## config.mk

```make
export PLATFORM = sky130hd
export DESIGN_NAME = eco_patch_sweeper_flat
export DESIGN_NICKNAME = d
export VERILOG_FILES = /design/src/rtl/eco_patch_sweeper_if.sv /design/src/rtl/eco_patch_sweeper.sv /design/src/flat_wrapper.sv
export SDC_FILE = /design/constraint.sdc
export NUM_CORES = 1
export LEC_CHECK = 0
export CAP_MARGIN = 20
export CORE_ASPECT_RATIO = 1.2
export CORE_UTILIZATION = 46
export CTS_BUF_LIST = sky130_fd_sc_hd__clkbuf_4 sky130_fd_sc_hd__clkbuf_8
export DETAILED_ROUTE_END_ITERATION = 10
export GPL_ROUTABILITY_DRIVEN = 0
export MAX_ROUTING_LAYER = met4
export PLACE_DENSITY = 0.83
export SLEW_MARGIN = 30
export SYNTH_ARGS = -nofsm -noshare
export SYNTH_HDL_FRONTEND = slang
export SYNTH_SLANG_ARGS = --single-unit
```

## constraint.sdc

```tcl
create_clock -name clk -period 2 [get_ports clk]
set_input_delay 0.2 -clock clk [delete_from_list [all_inputs] [get_ports clk]]
set_output_delay 0.2 -clock clk [all_outputs]
set_load 0.03 [all_outputs]
```

## src/rtl/eco_patch_sweeper_if.sv

```systemverilog
`default_nettype none
`timescale 1ns/1ps
// ---------------------------------------------------------------------------
// eco_patch_sweeper_if
// Stimulus/capture bundle between the sweeper and the patch under check.
// Revision: 1.0
// ---------------------------------------------------------------------------
interface eco_patch_sweeper_if #(
  parameter int NUM_IN = 4
);
  logic              start;
  logic [NUM_IN-1:0] vec_out;
  logic              patch_in;
  logic              golden_in;
  logic              busy;
  logic              done;
  logic              pass;
  logic [NUM_IN:0]   mismatch_count;
  logic              fail_valid;
  logic [NUM_IN-1:0] first_fail_vec;

  // Sweeper side
  modport slave (
    input  start, patch_in, golden_in,
    output vec_out, busy, done, pass, mismatch_count, fail_valid, first_fail_vec
  );

  // Controller / patch-harness side
  modport master (
    output start, patch_in, golden_in,
    input  vec_out, busy, done, pass, mismatch_count, fail_valid, first_fail_vec
  );
endinterface
`default_nettype wire

```

## src/rtl/eco_patch_sweeper.sv

```systemverilog
`default_nettype none
`timescale 1ns/1ps
// ---------------------------------------------------------------------------
// eco_patch_sweeper
// Walks every input vector of a combinational ECO patch, lets each settle,
// compares the patch output with the golden bit and records the results.
// Revision: 1.0
// ---------------------------------------------------------------------------
module eco_patch_sweeper #(
  parameter int NUM_IN        = 4,
  parameter int SETTLE_CYCLES = 1
) (
  input  wire logic         clk,
  input  wire logic         rst_n,
  eco_patch_sweeper_if.slave sw
);

  localparam int CNT_W = (SETTLE_CYCLES > 1) ? $clog2(SETTLE_CYCLES) : 1;
  localparam logic [CNT_W-1:0] CNT_LAST = CNT_W'(SETTLE_CYCLES - 1);

  typedef enum logic [1:0] {
    IDLE   = 2'd0,
    SETTLE = 2'd1,
    SAMPLE = 2'd2,
    DONE   = 2'd3
  } state_t;

  state_t            state;
  state_t            state_nxt;
  logic [CNT_W-1:0]  settle_cnt;
  logic [NUM_IN-1:0] vec_r;
  logic              busy_r;
  logic              done_r;
  logic [NUM_IN:0]   count_r;
  logic              fail_valid_r;
  logic [NUM_IN-1:0] first_fail_r;

  logic start_ok;
  logic settle_last;
  logic vec_last;
  logic mismatch;

  // A start is only honoured when no sweep is running.
  assign start_ok    = sw.start && ((state == IDLE) || (state == DONE));
  assign settle_last = (settle_cnt == CNT_LAST);
  assign vec_last    = (vec_r == {NUM_IN{1'b1}});
  assign mismatch    = (sw.patch_in != sw.golden_in);

  // State register
  always_ff @(posedge clk) begin
    if (!rst_n) state <= IDLE;
    else        state <= state_nxt;
  end

  // Next-state decode
  always_comb begin
    state_nxt = state;
    case (state)
      IDLE:    if (start_ok)    state_nxt = SETTLE;
      SETTLE:  if (settle_last) state_nxt = SAMPLE;
      SAMPLE:  state_nxt = vec_last ? DONE : SETTLE;
      DONE:    if (start_ok)    state_nxt = SETTLE;
      default: state_nxt = IDLE;
    endcase
  end

  // Vector stepping, settle timing and result capture
  always_ff @(posedge clk) begin
    if (!rst_n) begin
      vec_r        <= '0;
      busy_r       <= 1'b0;
      done_r       <= 1'b0;
      count_r      <= '0;
      fail_valid_r <= 1'b0;
      first_fail_r <= '0;
      settle_cnt   <= '0;
    end else begin
      case (state)
        IDLE, DONE: begin
          if (start_ok) begin
            vec_r        <= '0;
            busy_r       <= 1'b1;
            done_r       <= 1'b0;
            count_r      <= '0;
            fail_valid_r <= 1'b0;
            first_fail_r <= '0;
            settle_cnt   <= '0;
          end
        end
        SETTLE: settle_cnt <= settle_cnt + 1'b1;
        SAMPLE: begin
          if (mismatch) begin
            count_r <= count_r + 1'b1;
            if (!fail_valid_r) begin
              first_fail_r <= vec_r;
              fail_valid_r <= 1'b1;
            end
          end
          if (vec_last) begin
            busy_r <= 1'b0;
            done_r <= 1'b1;
          end else begin
            vec_r      <= vec_r + 1'b1;
            settle_cnt <= '0;
          end
        end
        default: ;
      endcase
    end
  end

  assign sw.vec_out        = vec_r;
  assign sw.busy           = busy_r;
  assign sw.done           = done_r;
  assign sw.pass           = done_r && (count_r == '0);
  assign sw.mismatch_count = count_r;
  assign sw.fail_valid     = fail_valid_r;
  assign sw.first_fail_vec = first_fail_r;

endmodule
`default_nettype wire

```

## src/flat_wrapper.sv

```systemverilog
// flat-port wrapper written by rule: the top's interface ports become plain ports
module eco_patch_sweeper_flat 
#(
  parameter int NUM_IN        = 4,
  parameter int SETTLE_CYCLES = 1
)
  (clk, rst_n, sw_start, sw_patch_in, sw_golden_in, sw_vec_out, sw_busy, sw_done, sw_pass, sw_mismatch_count, sw_fail_valid, sw_first_fail_vec);
  eco_patch_sweeper_if #(.NUM_IN(NUM_IN)) sw_i ();
  input  wire logic clk;
  input  wire logic rst_n;
  input wire logic [$bits(sw_i.start)-1:0] sw_start;
  input wire logic [$bits(sw_i.patch_in)-1:0] sw_patch_in;
  input wire logic [$bits(sw_i.golden_in)-1:0] sw_golden_in;
  output wire logic [$bits(sw_i.vec_out)-1:0] sw_vec_out;
  output wire logic [$bits(sw_i.busy)-1:0] sw_busy;
  output wire logic [$bits(sw_i.done)-1:0] sw_done;
  output wire logic [$bits(sw_i.pass)-1:0] sw_pass;
  output wire logic [$bits(sw_i.mismatch_count)-1:0] sw_mismatch_count;
  output wire logic [$bits(sw_i.fail_valid)-1:0] sw_fail_valid;
  output wire logic [$bits(sw_i.first_fail_vec)-1:0] sw_first_fail_vec;
  assign sw_i.start = sw_start;
  assign sw_i.patch_in = sw_patch_in;
  assign sw_i.golden_in = sw_golden_in;
  assign sw_vec_out = sw_i.vec_out;
  assign sw_busy = sw_i.busy;
  assign sw_done = sw_i.done;
  assign sw_pass = sw_i.pass;
  assign sw_mismatch_count = sw_i.mismatch_count;
  assign sw_fail_valid = sw_i.fail_valid;
  assign sw_first_fail_vec = sw_i.first_fail_vec;
  eco_patch_sweeper #(.NUM_IN(NUM_IN), .SETTLE_CYCLES(SETTLE_CYCLES)) u_core (.clk(clk), .rst_n(rst_n), .sw(sw_i));
endmodule
```

=== Word level (Yosys, flattened, before mapping) ===
Cells that the tools add are included.

* Output and inout bits: 17
* Logic and storage cells: 58
* Register bits after elaboration: 19
* Input bits: 5

* Eq/ne operators: 11
* Add/subtract/negate cells: 3
* Mux-type cells: 23
* Reductions and logical operators: 13

{| class="wikitable"
|+ Operators with widths
! cell !! count
|-
| 4-bit 2-to-1 mux || 4
|-
| 4-bit one-hot mux with 2 select lines || 2
|-
| 5-bit 2-to-1 mux || 2
|-
| 5-bit one-hot mux with 2 select lines || 1
|-
| 3-bit AND reduction || 3
|-
| 1-bit 2-to-1 mux || 6
|-
| 2-bit 2-to-1 mux || 3
|-
| 2-bit by 1-bit inequality test with 1-bit output (second input constant) || 3
|-
| 2-bit inequality test (second input constant) || 3
|-
| 1-bit one-hot mux with 2 select lines || 3
|-
| 2-bit one-hot mux with 3 select lines || 1
|-
| 5-bit by 1-bit adder with 5-bit output (second input constant) || 1
|-
| 5-bit zero test || 1
|-
| 4-bit by 1-bit adder with 4-bit output (second input constant) || 1
|-
| 2-bit equality test (second input constant) || 2
|-
| 4-bit equality test (second input constant) || 1
|-
| 2-bit AND reduction || 2
|-
| 4-bit AND reduction || 1
|-
| 1-bit one-hot mux with 3 select lines || 1
|-
| 2-bit by 1-bit equality test with 1-bit output (second input constant) || 1
|-
| 1-bit logical AND || 2
|-
| 2-bit zero test || 1
|-
| 2-bit nonzero test || 1
|-
| 2-bit OR reduction || 1
|-
| other kinds (3) || 3
|}

=== Logic depth before layout (Yosys ltp) ===
* Depth after elaboration: 5
* Depth in mapped cells: 8

=== Least setup slack after synthesis ===
No wires, ideal clock.

* Path kind: register to register
* Start point: register u_core.state[0]
* End point: register u_core.count_r[3], in the netlist u_core.sw.mismatch_count[3]
* Buffers on the path: 2
* Period minus slack after synthesis: 1.890 ns
* Stages on the path, launching flop included: 9
* Arrival time: 1.815 ns
* Data required time: 1.926 ns
* Setup slack: 0.110 ns
* Path through: dfxtp_1 > inv_1 > ha_1 > nor2b_4 > buf_6 > or2_1 > clkbuf_2 > or4_1 > a31oi_1

* Word-level cells in the longest chain between the ends: 5
* Elaborated cells on any way between the ends: 11

{| class="wikitable"
|+ RTL lines
! what !! line !! text
|-
| from (decl) || eco_patch_sweeper.sv:28 || <nowiki>state_t state;</nowiki>
|-
| from (signal assigned) || eco_patch_sweeper.sv:52 || <nowiki>else state <= state_nxt;</nowiki>
|-
| 2-bit equality test or 2-bit zero test (tied branches) || eco_patch_sweeper.sv:44, eco_patch_sweeper.sv:78 ||
|-
| 1-bit logical OR || eco_patch_sweeper.sv:44 || <nowiki>assign start_ok = sw.start && ((state == IDLE) || (state == DONE));</nowiki>
|-
| 1-bit logical AND || eco_patch_sweeper.sv:44 ||
|-
| 2-bit by 1-bit inequality test with 1-bit output (no line) || n/a ||
|-
| 3-bit AND reduction (no line) || n/a ||
|-
| to (signal assigned) || eco_patch_sweeper.sv:93 || <nowiki>count_r <= count_r + 1'b1;</nowiki>
|-
| to (decl) || eco_patch_sweeper.sv:34 || <nowiki>logic [NUM_IN:0] count_r;</nowiki>
|}

Several ways; a longest one is shown, not always the timed one.
A chain may end at the register's enable or synchronous reset.

=== Worst setup path after layout ===
Ends and elaborated chain as after synthesis.

==> results.json <==
{
  "clock_path_buffers": 2,
  "start_util_pct": 49.2,
  "layout_common_cells": "20 x clkdlybuf4s50_1, 19 x dfxtp_1, 14 x nand3_1",
  "final_nets": 153,
  "overflow": 0,
  "yosysSeqAreaShare_pct": 37.3,
  "routed_wirelength_um": 2320,
  "numCtsBuffers": 3,
  "fin_setup_tns_ns": 0,
  "clkLatencyLatePin_ns": 0.31,
  "hold_violations": 0,
  "areaGrowthSynthToFinish_pct": 25.3,
  "hp-class": "flip-flop to flip-flop",
  "status": "finished, final reports clean",
  "port_buffers": 21,
  "setup_viol": 0,
  "hold_buffers": 0,
  "grt_max_degree": 12,
  "crit_chain": "inv_1 > ha_1 > nor2b_4 > or2_1 > or4_1 > a31oi_1",
  "slowest_stage": "or4_1",
  "crit_family": "simple AND/OR/NAND/NOR gates",
  "clock-skew-final_ns": 0.00856,
  "cp_num_buf_inv": 1,
  "drv_slew": 0,
  "worst_pin_slew_ns": 0.406,
  "post_cts_buffers": 0,
  "chipHeight_um": 53.5,
  "wl_per_cell_um": 13.6,
  "p_leak_nw": 0.473,
  "synth_area_per_cell_um2": 8.49,
  "yosysTopAreaCell": "dfxtp_1",
  "grt_antenna_before_repair": 0,
  "synthCells": 120,
  "maxUsedRoutingLayer": "met4",
  "clock-sinks": 19,
  "mostFrequentLayoutCell": "clkdlybuf4s50_1",
  "yosys_warnings": 0,
  "timing.final.crit_period_ns": 1.82,
  "drive_above_1_share_pct": 7.80,
  "die_width_um": 45.0,
  "wl_met3_um": 70,
  "cap_violations": 0,
  "ant_nets": 0,
  "root_buffer": "clkbuf_4",
  "track_usage_pct": 23.9,
  "synth_cell_types": 33,
  "cp-start-kind": "flip-flop",
  "grt_pass1_wl_um": 4040,
  "dr_wl_met2_um": 1230,
  "rsz0062_at_grt": "false",
  "io_pins": 22,
  "synth_top_area_share_pct": 37.3,
  "final_core_util_pct": 61.6,
  "synth_area_um2": 1020,
  "slowest_delay_ns": 0.49,
  "via_per_inst": 5.53,
  "required_ns": 2.24,
  "grt_pass1_vias": 877,
  "rows": 18,
  "htree_levels": 1,
  "ys_ff_latch": 19,
  "fmax_mhz": 550,
  "crit_fanout": 9,
  "syn-num-nets": 131,
  "met1Wirelength_um": 1010,
  "drtIter0Drc": 15,
  "fp.coreArea_um2": 2070,
  "hpwlAfterDp_um": 1730,
  "synth.area.top_cells": "dfxtp_1 37%, ha_1 7.4%, nand3_1 6.9%, a21oi_1 4.9%, mux2i_1 4.9%",
  "ir_drop_mv": 0.640,
  "power_density_nw_per_um2": 1060,
  "relSlewSlack_pct": 72.8,
  "dieArea_um2": 2410,
  "period_share_pct": 90.9,
  "arrival_ns": 2.06,
  "tritoncts": "built",
  "timing_worst_setup_path_type": "flip-flop to flip-flop",
  "end_kind": "flip-flop",
  "n_antenna_cell": 0,
  "drc_errors": 0,
  "path_clk_slew_ns": 0.12,
  "vias": 946,
  "drt_pre_antenna_iters": 4
}
## routing by layer
metal	vias to the layer above	GRT usage, %
met1	447	27.0
met3	2	4.36
met4	0	9.60
li1	475	-
met5	-	-
met2	22	41.3
## flip-flops by register name (all words and copies together), names as in the netlist
register                  count
u_core.settle_cnt             1
u_core.sw.fail_valid          1
u_core.sw.first_fail_vec      4
u_core.sw.vec_out             4
u_core.sw.mismatch_count      5
u_core.state                  2
u_core.sw.busy                1
u_core.sw.done                1
## cell families (layout without fill, tap and decap cells)
| family | count (synthesis) | in the layout | share of synthesized area [%] |
|---|---|---|---|
| adders and majority gates | 6 | 6 | 7.37 |
| muxes | 5 | 5 | 4.91 |
| and+or+nand+nor | 46 | 46 | 24.2 |
| xor gates and xnor gates | 2 | 2 | 1.72 |
| DFF | 19 | 19 | 37.3 |
| buffers and inverters | 15 | 36 | 8.11 |
| AOI/OAI and AO/OA | 27 | 27 | 16.3 |
## synth_stat cells, drive strengths merged
| master | n |
|---|---|
| ha | 6 |
| nor3 | 4 |
| o21ai | 5 |
| xor2 | 1 |
| and4b | 1 |
| o211ai | 1 |
| o31ai | 2 |
| nand4 | 4 |
| or2 | 1 |
| inv | 6 |
| o21a | 1 |
| a21oi | 10 |
| or4 | 1 |
| nand3b | 1 |
| a31oi | 3 |
| and3 | 2 |
| buf | 4 |
| nor2b | 1 |
| clkbuf | 5 |
| nand3 | 14 |
| nand4b | 2 |
| mux2i | 5 |
| nand2 | 11 |
| nor2 | 4 |
| a211oi | 5 |
| dfxtp | 19 |
| xnor2 | 1 |
## final timing paths
path | slack (ns) | endpoint | startpoint | cells past startpoint
max reg2reg | 0.18 | u_core.sw.mismatch_count[3]$_SDFFE_PN0P_ | u_core.state[0]$_SDFFE_PN0P_ | 6
max | 0.18 | u_core.sw.mismatch_count[3]$_SDFFE_PN0P_ | u_core.state[0]$_SDFFE_PN0P_ | 6
min | 0.46 | u_core.sw.first_fail_vec[1]$_SDFFE_PN0P_ | u_core.sw.first_fail_vec[1]$_SDFFE_PN0P_ | 2
min reg2reg | 0.46 | u_core.sw.first_fail_vec[1]$_SDFFE_PN0P_ | u_core.sw.first_fail_vec[1]$_SDFFE_PN0P_ | 2
## area by class of cell
cell class / count / area, um^2
Inverter: 6 / 22.5
Sequential cell: 19 / 380
Multi-Input combinational cell: 86 / 556
Clock buffer: 4 / 30.0
Tap cell: 30 / 37.5
Timing Repair Buffer: 26 / 250
Fill cell: 200 / 796
## stage by stage
stage	cells	cell area [um^2]	hold WS, ns	setup WS, ns	power (mW)
finish	171	1280	0.463	0.181	1.36
global route	171	1280	0.491	0.0658	1.47
CTS	171	1270	0.467	0.0104	1.36
detailed placement	167	1240	0.451	0.209	1.14
global placement	167	1240	0.449	0.305	1.12
floorplan	120	1020	0.454	0.110	0.963
## power by group
group	switching (mW)	total (mW)	internal, mW	leakage (nW)
combinational	0.387	0.672	0.285	0.300
sequential	0.0423	0.468	0.425	0.154
clock	0.127	0.219	0.0914	0.0184
total	0.557	1.36	0.801	0.473
## repair_timing
item	4_1_cts	5_1_grt
gates resized for setup	0	1
setup endpoints to repair	0	1
endpoints found under the hold margin	0	0
## tightest hold or removal path, cell delays in order (launching register included)
cell and delay, ns:
dfxtp_1 0.32, nand2_1 0.05, mux2i_1 0.05
(Power assumes the default switching activity.)
